`config.mk`:
```
export PLATFORM = sky130hd
export DESIGN_NAME = traffic_light_ctrl
export DESIGN_NICKNAME = d
export VERILOG_FILES = /design/src/rtl/traffic_light_ctrl.sv
export SDC_FILE = /design/constraint.sdc
export NUM_CORES = 1
export LEC_CHECK = 0
export CAP_MARGIN = 20
export CORE_MARGIN = 2
export CORE_UTILIZATION = 35
export DETAILED_ROUTE_END_ITERATION = 8
export HOLD_SLACK_MARGIN = 0.12
export PLACE_DENSITY = 0.63
export SYNTH_ARGS = -nofsm -noshare
export SYNTH_HDL_FRONTEND = slang
export SYNTH_SLANG_ARGS = --single-unit
```
`constraint.sdc`:
```
create_clock -name clk -period 5.1 [get_ports clk]
set_input_delay 0.765 -clock clk [delete_from_list [all_inputs] [get_ports clk]]
set_output_delay 0.765 -clock clk [all_outputs]
set_load 0.02 [all_outputs]
```
`src/rtl/traffic_light_ctrl.sv`:
```
// Two-way intersection sequencer with pedestrian shortening and night flash.
// Phases are timed in whole seconds from an internal prescaler.
module traffic_light_ctrl #(
  parameter int TICK_DIV = 50_000_000,
  parameter int G_TIME   = 30,
  parameter int Y_TIME   = 3,
  parameter int R_TIME   = 2,
  parameter int PED_MIN  = 5
) (
  input  logic       clk,
  input  logic       rst_n,
  input  logic       ped_req,
  input  logic       night_en,
  output logic [2:0] ns_light,
  output logic [2:0] ew_light,
  output logic [7:0] cnt_bcd,
  output logic [2:0] phase
);

  typedef enum logic [2:0] {
    AR_NS = 3'd0,
    NS_G  = 3'd1,
    NS_Y  = 3'd2,
    AR_EW = 3'd3,
    EW_G  = 3'd4,
    EW_Y  = 3'd5,
    FLASH = 3'd6
  } state_t;

  localparam int PW = (TICK_DIV > 2) ? $clog2(TICK_DIV) : 1;
  localparam logic [PW-1:0] PS_MAX = PW'(TICK_DIV - 1);
  localparam logic [6:0] G_T = 7'(G_TIME);
  localparam logic [6:0] Y_T = 7'(Y_TIME);
  localparam logic [6:0] R_T = 7'(R_TIME);
  localparam logic [6:0] P_M = 7'(PED_MIN);

  localparam logic [2:0] L_R = 3'b100;
  localparam logic [2:0] L_Y = 3'b010;
  localparam logic [2:0] L_G = 3'b001;

  state_t        state, state_n;
  logic [6:0]    rem, rem_n;
  logic [PW-1:0] psc, psc_n;
  logic          pend, pend_n;
  logic          fl_on, fl_on_n;
  logic          tick, green;
  logic [2:0]    ns_n, ew_n;
  logic [7:0]    cnt_n;

  function automatic logic [7:0] to_bcd(input logic [6:0] v);
    logic [3:0] t;
    logic [3:0] u;
    t = 4'(v / 7'd10);
    u = 4'(v % 7'd10);
    return {t, u};
  endfunction

  function automatic logic [6:0] dur(input state_t s);
    unique case (s)
      NS_G, EW_G: return G_T;
      NS_Y, EW_Y: return Y_T;
      default:    return R_T;
    endcase
  endfunction

  function automatic state_t succ(input state_t s);
    unique case (s)
      AR_NS:   return NS_G;
      NS_G:    return NS_Y;
      NS_Y:    return AR_EW;
      AR_EW:   return EW_G;
      EW_G:    return EW_Y;
      default: return AR_NS;
    endcase
  endfunction

  always_comb begin
    tick    = (psc == PS_MAX);
    green   = (state == NS_G) || (state == EW_G);
    state_n = state;
    rem_n   = rem;
    psc_n   = tick ? '0 : psc + 1'b1;
    pend_n  = pend | ped_req;
    fl_on_n = fl_on;
    if (state == FLASH) begin
      pend_n = 1'b0;
      if (!night_en)
        state_n = AR_NS;
      else if (tick)
        fl_on_n = ~fl_on;
    end else if (night_en) begin
      state_n = FLASH;
      pend_n  = 1'b0;
      fl_on_n = 1'b1;
    end else if (green && pend && rem > P_M) begin
      // shortening wins over a coincident tick; prescaler phase is kept
      rem_n  = P_M;
      pend_n = ped_req;
    end else begin
      if (green && pend)
        pend_n = ped_req;
      if (tick) begin
        if (rem == 7'd1)
          state_n = succ(state);
        else
          rem_n = rem - 7'd1;
      end
    end
    if (state_n != state) begin
      psc_n = '0;
      rem_n = dur(state_n);
    end
  end

  always_comb begin
    ns_n  = L_R;
    ew_n  = L_R;
    cnt_n = to_bcd(rem_n);
    unique case (state_n)
      NS_G: ns_n = L_G;
      NS_Y: ns_n = L_Y;
      EW_G: ew_n = L_G;
      EW_Y: ew_n = L_Y;
      FLASH: begin
        ns_n  = fl_on_n ? L_Y : 3'b000;
        ew_n  = fl_on_n ? L_Y : 3'b000;
        cnt_n = 8'hFF;
      end
      default: ;
    endcase
  end

  always_ff @(posedge clk or negedge rst_n) begin
    if (!rst_n) begin
      state    <= AR_NS;
      rem      <= R_T;
      psc      <= '0;
      pend     <= 1'b0;
      fl_on    <= 1'b1;
      ns_light <= L_R;
      ew_light <= L_R;
      cnt_bcd  <= to_bcd(R_T);
      phase    <= 3'd0;
    end else begin
      state    <= state_n;
      rem      <= rem_n;
      psc      <= psc_n;
      pend     <= pend_n;
      fl_on    <= fl_on_n;
      ns_light <= ns_n;
      ew_light <= ew_n;
      cnt_bcd  <= cnt_n;
      phase    <= state_n;
    end
  end

endmodule

```
**Yosys cells after proc, flatten, opt, wreduce, memory -nomap -nowiden**

Cells that the tools add are included.

- Add/subtract/negate cells: 2
- Div/mod/pow operators: 2
- Order comparisons: 1
- Eq/ne operators: 13
- Multiplexer cells: 28
- Bitwise gates (word level): 2
- Reduce and logical (&&, ||, !) cells: 6

Operator list:

| kind | number |
|---|---|
| two-way mux 26 bit | 2 |
| two-way mux 7 bit | 6 |
| adder 26 x 1 -> 26 bit, second input constant | 1 |
| == test 26 bit, second input constant | 1 |
| two-way mux 3 bit | 6 |
| case mux 3 bit (3 select lines) | 2 |
| == test 3 bit, second input constant | 5 |
| case mux 3 bit (5 select lines) | 1 |
| case mux 5 bit (2 select lines) | 1 |
| == test 3 x 2 -> 1 bit, second input constant | 3 |
| two-way mux 1 bit | 8 |
| two-way mux 8 bit | 1 |
| divider 7 x 4 -> 7 bit, second input constant | 1 |
| == test 7 x 1 -> 1 bit, second input constant | 1 |
| > comparator 7 x 3 -> 1 bit, second input constant | 1 |
| remainder unit 7 x 4 -> 7 bit, second input constant | 1 |
| subtractor 7 x 1 -> 7 bit, second input constant | 1 |
| == test 3 x 1 -> 1 bit, second input constant | 2 |
| OR reduction 2 bit | 2 |
| logical NOT 3 bit | 1 |
| inequality test 3 bit | 1 |
| logical AND 1 bit | 2 |
| two-way mux 2 bit | 1 |
| logical OR 1 bit | 1 |
| other kinds (2) | 2 |

- Bits in registers: 52
- Input port bits: 4
- Output and inout bits: 17
- Logic and storage cells: 62

**Longest topological paths before layout**

Gate-level depths: netlist of the first run.

- Depth in word-level cells: 13
- Depth in mapped cells: 17
- Mapped depth without buffers: 16

**Worst setup path after synthesis of the first run**

OpenSTA, ideal clock, no wires.

- Path type: register -> register
- From: register psc[0]
- To: register cnt_bcd[1]
- Library setup time: 0.081 ns
- Arrival time: 4.035 ns
- Required time: 5.019 ns
- Path slack: 0.984 ns
- Stages on the path, launching flop included: 16
- Buffers on the path: 2
- Period minus slack after synthesis: 4.116 ns
- Path through: dfrtp_1 -> ha_1 -> nand4_2 -> or4_1 -> buf_2 -> or4_1 -> a32o_2 -> or3_1 -> buf_6 -> o31ai_4 -> a21oi_2 -> o221ai_1 -> and3b_2 -> ha_1 -> o21a_1 -> o221a_1

- Longest elaborated chain between the ends: 11
- Elaborated cells on any way between the ends: 21
- Those cells by class: div: 1; eq/ne: 7; mux: 11; reduce/logical: 2

RTL lines:

| item | RTL line | text |
|---|---|---|
| from (decl) | 43 | `logic [PW-1:0] psc, psc_n;` |
| from (signal assigned) | 147 | `psc <= psc_n;` |
| == test 26 bit * | 78 | `tick = (psc == PS_MAX);` |
| two-way mux 3 bit | 102 | `if (tick) begin` |
| two-way mux 3 bit | 95 | `end else if (green && pend && rem > P_M) begin` |
| two-way mux 3 bit | 91 | `end else if (night_en) begin` |
| two-way mux 3 bit | 85 | `if (state == FLASH) begin` |
| == test 3 bit, or another cell as far along | 59 | `unique case (s)` |
| OR reduction 2 bit | 59 |  |
| case mux 5 bit (2 select lines) | 59 |  |
| two-way mux 7 bit | 109 | `if (state_n != state) begin` |
| remainder unit 7 x 4 -> 7 bit | 54 | `u = 4'(v % 7'd10);` |
| two-way mux 8 bit * | 119 | `unique case (state_n)` |
| via cnt_n[1] | 48 | `logic [7:0] cnt_n;` |
| to (signal assigned) | 142 | `cnt_bcd <= to_bcd(R_T);` |
| to (signal assigned) | 152 | `cnt_bcd <= cnt_n;` |
| to (decl) | 16 | `output logic [7:0] cnt_bcd,` |

The timed path passes the listed nets; every way through them passes the cells marked *.

**Worst setup path after layout of the first run**

- From: register psc[0]
- To: register cnt_bcd[2]

The elaborated chain is that of the path after synthesis.

==> results of run 1 <==
==> cell families (layout without fill, tap and decap cells) <==
| logic type | Yosys count | in the layout | synth area share, % |
|---|---|---|---|
| AOI/OAI and AO/OA | 77 | 77 | 17.7 |
| xor gates and xnor gates | 24 | 24 | 6.61 |
| adders and majority gates | 4 | 4 | 1.57 |
| buffers and inverters | 25 | 46 | 3.54 |
| DFF | 52 | 52 | 41.1 |
| muxes | 6 | 6 | 2.16 |
| and+or+nand+nor | 165 | 165 | 27.3 |
==> sequential cells by signal, indices dropped and copies added, names as in the netlist <==
signal    cells
psc          26
cnt_bcd       8
rem           7
ew_light      3
ns_light      3
state         3
fl_on         1
pend          1
==> critical path, cell delays in order (launching register included) <==
cell and delay [ns]:
dfrtp_1 0.38, ha_1 0.25, nand4_2 0.14, or4_1 0.68, or4_1 0.51, a32o_2 0.30
or3_1 0.45, a21boi_1 0.44, a21oi_2 0.10, o221ai_1 0.21, and3b_2 0.26, ha_1 0.25
o21a_1 0.13, o21a_1 0.17, o221ai_1 0.16
==> cell usage in the layout, fill, tap and decap left out, types with 7 or more instances in the layout <==
master	n
nor2_1	50
dfrtp_1	47
nand2_1	25
a21oi_1	20
xor2_1	19
nand3_1	19
clkdlybuf4s50_1	19
o21ai_0	14
inv_1	11
nor3_1	11
nor4_1	7
and3_1	7
==> area by class of cell <==
cell class              count  area (um^2)
clock buffers               7         86.3
clock inverters             1         7.51
fillers                   866         5180
inverters                  12         45.0
multi-input cells         276         1760
flip-flops and latches     52         1310
well taps                 108          135
repair buffers             26          240
==> how the worst max path moves through the flow <==
stage / start / end / slack [ns] / depth (start not counted)
floorplan: psc[0] / cnt_bcd[1] / 0.98 / 15
global placement: night_en / cnt_bcd[1] / 0.62 / 12
detailed placement: night_en / cnt_bcd[1] / 0.55 / 12
CTS: psc[0] / cnt_bcd[2] / 0.60 / 14
global route: psc[10] / cnt_bcd[2] / 0.33 / 13
finish: psc[0] / cnt_bcd[2] / 0.60 / 14
==> routing by layer <==
layer / track usage, % / up-vias / wire length, um
met1: 21.7 / 1304 / 3420
met2: 23.3 / 69 / 3350
met4: 4.85 / 0 / 108
met3: 2.88 / 9 / 323
met5: 0 / - / 0
li1: - / 1320 / -
==> power groups by stage <==
| stage | registers [mW] | logic [mW] | clock network, mW |
|---|---|---|---|
| 4_1_cts | 0.454 | 0.210 | 0.260 |
| 5_1_grt | 0.457 | 0.232 | 0.277 |
| 3_3_place_gp | 0.462 | 0.208 | 0 |
| 3_5_place_dp | 0.461 | 0.209 | 0 |
| 6_report | 0.453 | 0.211 | 0.248 |
| 2_1_floorplan | 0.474 | 0.132 | 0 |
==> through the flow <==
step / setup WS (ns) / utilization [%] / hold WS [ns] / power [mW] / std cells
2_1_floorplan: 0.984 / - / 0.448 / 0.607 / 353
3_3_place_gp: 0.621 / 39.8 / 0.468 / 0.670 / 474
3_5_place_dp: 0.546 / 39.8 / 0.473 / 0.670 / 474
4_1_cts: 0.599 / 40.9 / 0.485 / 0.924 / 482
5_1_grt: 0.333 / 40.9 / 0.516 / 0.966 / 482
6_report: 0.596 / 40.9 / 0.481 / 0.912 / 482
==> impl_metrics.py, run 1 <==
metrics = {
    "setup_path": {
        "reg2regPathDepth": 14,
        "worstPathRequired_ns": 5.32,
        "rr_endpoint": "cnt_bcd[2]",
        "r2r_start": "psc[0]",
        "crit_type": "reg -> reg",
        "cp-start-kind": "flop",
        "arrival_ns": 4.73,
        "rrSetupSlack_ns": 0.60,
        "crit_fanout": 7,
        "end_kind": "flop",
    },
    "clocking": {
        "cts_num_sinks": 52,
        "cts_resized": 0,
        "cts_root_buf": "clkbuf_8",
        "numCtsBuffers": 5,
        "path_clk_slew_ns": 0.09,
        "cts_setup_buffers": 0,
        "cts-htree-levels": 2,
        "ctsHoldBuffers": 0,
        "cts.path.max_buffers": 2,
        "clock_latency_ns": 0.31,
        "cts_tree": "done",
    },
    "place": {
        "dp_hpwl_mm": 5.06,
        "place_area_um2": 3490,
        "port_buffers": 20,
        "globalplace.congestion": 0.943,
    },
    "pwr": {
        "internal_power_mw": 0.636,
        "power.density_nw_per_um2": 254,
        "p_clk_share_pct": 27.2,
        "peakVddDrop_mv": 0.0869,
        "swShare_pct": 30.2,
        "combPwrFrac_pct": 23.1,
        "leakagePower_nw": 1.48,
        "switchingPower_mw": 0.275,
        "power_frac_seq_pct": 49.7,
    },
    "cells_and_area": {
        "stdcell_area_um2": 3580,
        "fin_nets": 381,
        "layout-drive-gt1-share_pct": 9.36,
        "syn_to_final_growth_pct": 12.6,
        "diodes": 0,
    },
    "floorplan": {
        "pin_count": 21,
        "die_h_um": 99.3,
        "num_rows": 34,
        "coreArea_um2": 8760,
        "dieWidth_um": 99.3,
        "initial_core_util_pct": 36.3,
        "die_area_um2": 9870,
    },
    "synth": {
        "syn_inst": 353,
        "ys_types": 65,
        "synth_flop_cell": "dfrtp_1",
        "synth.most_common_cell": "nor2_1",
        "synthArstFlopShare_pct": 100,
        "syn_area_um2": 3180,
        "syn_avg_cell_area_um2": 9.01,
        "synth_area_leaders": "dfrtp_1 37%, nor2_1 5.9%, xor2_1 5.2%",
        "yosys.area.top_type_share_pct": 37.0,
        "syn_nets": 361,
        "synth-warning-count": 0,
        "synthTopCellsByCount": "50 x nor2_1, 47 x dfrtp_1, 25 x nand2_1",
        "ys_ff_latch": 52,
        "synth_edf_count": 0,
        "ys_seq_area_share_pct": 41.1,
        "yosysTopAreaCell": "dfrtp_1",
    },
    "worst_hold_path": {
        "whs_endpoint": "psc[0]",
        "whs_path_depth": 1,
        "hp-class": "reg -> reg",
        "hold_path.startpoint": "psc[0]",
    },
    "grt": {
        "grt_antenna_before_repair": 0,
        "grt_pass1_vias": 2428,
        "grt_pass1_wl_mm": 12.1,
        "grt_overflow": 0,
        "grt_max_degree": 53,
        "grt_use_total_pct": 15.2,
    },
    "sta": {
        "setup_viol": 0,
        "relSlewSlack_pct": 45.2,
        "rsz0062_at_grt": "no",
        "fmax_mhz": 222,
        "tightest_slew_ns": 0.814,
        "min_period_ns": 4.50,
        "finalCritPeriodShare_pct": 88.3,
        "tns_ns": 0,
        "hold_viol": 0,
        "skew_ns": 0.0181,
        "drv_slew": 0,
    },
    "detailed_routing": {
        "drc": 0,
        "routed_wl_mm": 7.20,
        "via_per_inst": 5.61,
        "vias": 2702,
        "avgRoutedWirePerCell_um": 14.9,
        "first_pass_iters": 5,
        "antenna_left": 0,
        "initialDrtViolationCount": 103,
    },
    "flow_run": {
        "drv_cap": 0,
    },
    "status": {
        "outcome": "completed",
    },
}
No activity file was read; power rests on OpenSTA's default activity.
==> run 2, diff against run 1 <==
Settings changed: REMOVE_ABC_BUFFERS from default to 1.
==> impl_metrics.py, run 2 (synthesis gave the netlist of run 1 again) <==
metrics = {
    "detailed_routing": {
        "avgRoutedWirePerCell_um": 15.3,
        "first_pass_iters": 5,
        "initialDrtViolationCount": 116,
        "drc": 0,
        "routed_wl_mm": 7.44,
        "via_per_inst": 5.62,
        "antenna_left": 0,
        "vias": 2731,
    },
    "cells_and_area": {
        "final_cell_mix": "50 x nor2_1, 47 x dfrtp_1, 25 x nand2_1",
        "final_common_cell": "nor2_1",
        "post-route-util_pct": 41.2,
        "syn_to_final_growth_pct": 13.4,
        "max_flop_register": "psc",
        "top_regs": "psc: 26 flops, cnt_bcd: 8 flops, rem: 7 flops",
        "layout-drive-gt1-share_pct": 10.1,
        "diodes": 0,
        "fillers": 869,
        "stdcell_area_um2": 3610,
        "final_cells": 486,
        "largest_register_ff_count": 26,
        "fin_nets": 385,
    },
    "grt": {
        "grt_antenna_before_repair": 0,
        "grt_overflow": 0,
        "grt_pass1_vias": 2629,
        "grt_pass1_wl_mm": 12.6,
        "grt_use_total_pct": 15.7,
        "grt_max_degree": 53,
    },
    "floorplan": {
        "num_rows": 34,
        "pin_count": 21,
        "initial_core_util_pct": 36.3,
        "dieWidth_um": 99.3,
        "die_h_um": 99.3,
        "coreArea_um2": 8760,
        "die_area_um2": 9870,
    },
    "clocking": {
        "clock_latency_ns": 0.31,
        "cts_resized": 0,
        "ctsHoldBuffers": 0,
        "cts_root_buf": "clkbuf_8",
        "path_clk_slew_ns": 0.10,
        "numCtsBuffers": 5,
        "cts_num_sinks": 52,
        "cts_setup_buffers": 0,
        "cts_tree": "done",
        "cts-htree-levels": 2,
        "cts.path.max_buffers": 2,
    },
    "sta": {
        "tightest_slew_ns": 0.758,
        "fmax_mhz": 222,
        "layout_setup_ws_ns": 0.596,
        "hold_slack_ns": 0.481,
        "min_period_ns": 4.50,
        "skew_ns": 0.0124,
        "relSlewSlack_pct": 49.1,
        "tns_ns": 0,
        "drv_slew": 0,
        "finalCritPeriodShare_pct": 88.3,
        "setup_viol": 0,
        "hold_viol": 0,
        "rsz0062_at_grt": "no",
    },
    "setup_path": {
        "crit_type": "reg -> reg",
        "endpoint": "cnt_bcd[2]",
        "r2r_start": "psc[0]",
        "cp-start-kind": "flop",
        "worstPathRequired_ns": 5.33,
        "reg2regPathDepth": 14,
        "end_kind": "flop",
        "path_depth": 14,
        "crit_fanout": 7,
        "rr_endpoint": "cnt_bcd[2]",
        "rrSetupSlack_ns": 0.60,
        "crit_family": "simple AND/OR/NAND/NOR gates",
        "slowest_stage": "or4_1",
        "critPathLaunch": "psc[0]",
        "arrival_ns": 4.73,
        "crit_path_cell_trace": "ha_1, nand4_2, or4_1, or4_1, a32o_2, or3_1, a21boi_1, a21oi_2, o221ai_1, and3b_2, ha_1, o21a_1, o21a_1, o221ai_1",
        "slowest_delay_ns": 0.66,
        "worst-path-buf-inv": 0,
    },
    "pwr": {
        "p_clk_share_pct": 26.9,
        "combPwrFrac_pct": 23.8,
        "swShare_pct": 30.4,
        "leakagePower_nw": 1.51,
        "internal_power_mw": 0.641,
        "power.density_nw_per_um2": 255,
        "peakVddDrop_mv": 0.102,
        "power_frac_seq_pct": 49.2,
        "power_mw": 0.921,
        "switchingPower_mw": 0.280,
    },
    "place": {
        "place_area_um2": 3520,
        "pre_cts_ws_ns": 0.539,
        "dp_hpwl_mm": 5.32,
        "globalplace.congestion": 0.873,
        "port_buffers": 20,
        "placed_cells": 478,
    },
    "status": {
        "outcome": "completed",
    },
    "worst_hold_path": {
        "hp-class": "reg -> reg",
    },
    "flow_run": {
        "drv_cap": 0,
    },
}
run 2: how the worst min path moves through the flow:
stage | slack [ns] | cells past startpoint | start | endpoint
after detailed placement | 0.48 | 1 | psc[0] | psc[0]
after global placement | 0.46 | 1 | psc[0] | psc[0]
after floorplan | 0.45 | 1 | psc[0] | psc[0]
after global routing | 0.51 | 1 | psc[0] | psc[0]
after CTS | 0.49 | 1 | psc[0] | psc[0]
final | 0.48 | 1 | psc[0] | psc[0]
run 2: area by class of cell:
cell class              instances  area, um^2  share of cell area, %
clock buffers                   8        90.1                   2.50
inverters                      12        45.0                   1.25
flip-flops and latches         52        1310                   36.2
repair buffers                 30         270                   7.49
well taps                     108         135                   3.74
multi-input cells             276        1760                   48.8
run 2: metal layers:
layer,track usage (%),up-vias,part of all wire (%)
met5,0,-,0
met4,4.85,0,2.0
met3,3.44,16,5.6
met2,25.2,89,47
met1,21.3,1296,45
li1,-,1330,-
run 2: power groups by stage:
stage | registers (mW) | logic, mW | clock network, mW
detailed placement | 0.462 | 0.219 | 0
CTS | 0.454 | 0.220 | 0.256
finish | 0.453 | 0.220 | 0.248
floorplan | 0.476 | 0.121 | 0
global placement | 0.461 | 0.217 | 0
global route | 0.457 | 0.241 | 0.273
==> run 3, diff against run 2 <==
Settings changed: CELL_PAD_IN_SITES_DETAIL_PLACEMENT from default to 0, CELL_PAD_IN_SITES_GLOBAL_PLACEMENT from default to 1, CTS_BUF_LIST from default to sky130_fd_sc_hd__clkbuf_16, PLACE_DENSITY 0.63 to default, PLACE_DENSITY_LB_ADDON from default to 0.1.
==> impl_metrics.py, run 3 (synthesis gave the netlist of run 1 again) <==
metrics = {
    "grt": {
        "grt_use_total_pct": 16.2,
        "grt_pass1_wl_mm": 12.8,
        "grt_pass1_vias": 2539,
        "grt_antenna_before_repair": 0,
        "grt_max_degree": 53,
        "grt_overflow": 0,
    },
    "detailed_routing": {
        "avgRoutedWirePerCell_um": 15.7,
        "initialDrtViolationCount": 187,
        "routed_wl_mm": 7.63,
        "antenna_left": 0,
        "via_per_inst": 5.55,
        "first_pass_iters": 5,
        "drc": 0,
        "vias": 2691,
    },
    "cells_and_area": {
        "final_common_cell": "nor2_1",
        "seq_area_um2": 1310,
        "layout-drive-gt1-share_pct": 9.81,
        "post-route-util_pct": 41.9,
        "fillers": 880,
        "multi_input_area_um2": 1760,
        "top_regs": "psc: 26 flops, cnt_bcd: 8 flops, rem: 7 flops",
        "syn_to_final_growth_pct": 15.5,
        "fin_nets": 384,
        "diodes": 0,
        "final_cell_mix": "50 x nor2_1, 47 x dfrtp_1, 25 x nand2_1",
        "largest_register_ff_count": 26,
        "max_flop_register": "psc",
    },
    "clocking": {
        "ctsHoldBuffers": 0,
        "numCtsBuffers": 5,
        "cts_num_sinks": 52,
        "path_clk_slew_ns": 0.07,
        "cts.path.max_buffers": 2,
        "cts_root_buf": "clkbuf_16",
        "cts_setup_buffers": 0,
        "cts_resized": 0,
        "cts_tree": "done",
        "clock_latency_ns": 0.29,
        "cts-htree-levels": 2,
    },
    "sta": {
        "fmax_mhz": 225,
        "relSlewSlack_pct": 44.9,
        "tightest_slew_ns": 0.819,
        "min_period_ns": 4.44,
        "tns_ns": 0,
        "rsz0062_at_grt": "no",
        "drv_slew": 0,
        "skew_ns": 0.00472,
        "setup_viol": 0,
        "finalCritPeriodShare_pct": 87.0,
        "hold_viol": 0,
    },
    "place": {
        "dp_hpwl_mm": 5.49,
        "port_buffers": 20,
        "globalplace.congestion": 0.925,
    },
    "floorplan": {
        "coreArea_um2": 8760,
        "pin_count": 21,
        "initial_core_util_pct": 36.3,
        "dieWidth_um": 99.3,
        "die_area_um2": 9870,
        "num_rows": 34,
        "die_h_um": 99.3,
    },
    "pwr": {
        "peakVddDrop_mv": 0.133,
        "power.density_nw_per_um2": 286,
        "leakagePower_nw": 1.53,
        "power_mw": 1.05,
    },
    "setup_path": {
        "arrival_ns": 4.66,
        "crit_type": "reg -> reg",
        "crit_family": "simple AND/OR/NAND/NOR gates",
        "slowest_delay_ns": 0.67,
        "crit_fanout": 7,
        "crit_path_cell_trace": "ha_1, nand4_2, or4_1, or4_1, a32o_2, or3_1, a21boi_1, a21oi_2, o221ai_1, and3b_2, ha_1, o21a_1, o221a_1",
        "path_depth": 13,
        "cp-start-kind": "flop",
        "worst-path-buf-inv": 0,
        "end_kind": "flop",
        "slowest_stage": "or4_1",
        "worstPathRequired_ns": 5.32,
        "reg2regPathDepth": 13,
    },
    "worst_hold_path": {
        "hp-class": "reg -> reg",
        "whs_path_depth": 1,
    },
    "flow_run": {
        "drv_cap": 0,
    },
    "status": {
        "outcome": "completed",
    },
}
[run 3: worst reg2reg max path, stage by stage, from the launching register on]
cell      delay (ns)
dfrtp_1         0.38
ha_1            0.25
nand4_2         0.16
or4_1           0.67
or4_1           0.51
a32o_2          0.29
or3_1           0.44
a21boi_1        0.43
a21oi_2         0.10
o221ai_1        0.20
and3b_2         0.26
ha_1            0.24
o21a_1          0.20
o221a_1         0.26
[run 3: final timing paths]
check | slack, ns | endpoint | startpoint
min in group asynchronous | 0.58 | pend | rst_n
max in group asynchronous | 4.04 | rem[0] | rst_n
setup reg to reg | 0.66 | cnt_bcd[1] | psc[0]
hold / removal | 0.48 | psc[0] | psc[0]
setup / recovery | 0.66 | cnt_bcd[1] | psc[0]
hold reg to reg | 0.48 | psc[0] | psc[0]
[run 3: power breakdown]
| part | total (mW) | leakage [nW] | internal [mW] | switching (mW) |
|---|---|---|---|---|
| clock | 0.381 | 0.0789 | 0.229 | 0.153 |
| sequential | 0.451 | 0.671 | 0.436 | 0.0149 |
| combinational | 0.218 | 0.784 | 0.0919 | 0.126 |
[run 3: per-layer routing]
metal | global-route usage [%] | part of all wire [%] | up-vias
met2 | 26.4 | 47 | 64
met1 | 22.5 | 48 | 1289
met4 | 4.21 | 1.7 | 0
met3 | 2.81 | 3.7 | 10
li1 | - | - | 1328
met5 | 0 | 0 | -
[run 3: stage by stage]
| step | area, um^2 | cells | setup slack (ns) | hold slack [ns] |
|---|---|---|---|---|
| after global routing | 3670 | 485 | 0.399 | 0.494 |
| after CTS | 3670 | 485 | 0.681 | 0.485 |
| after detailed placement | 3510 | 477 | 0.568 | 0.474 |
| after global placement | 3510 | 477 | 0.533 | 0.461 |
| after floorplan | 3110 | 340 | 1.01 | 0.448 |
| final | 3670 | 485 | 0.662 | 0.477 |
[run 3: layout make-up]
class | count | area share, %
Multi-Input combinational cell | 276 | 47.9
Clock buffer | 5 | 3.40
Tap cell | 108 | 3.68
Timing Repair Buffer | 29 | 7.15
Inverter | 12 | 1.23
Clock inverter | 3 | 1.02
Sequential cell | 52 | 35.6
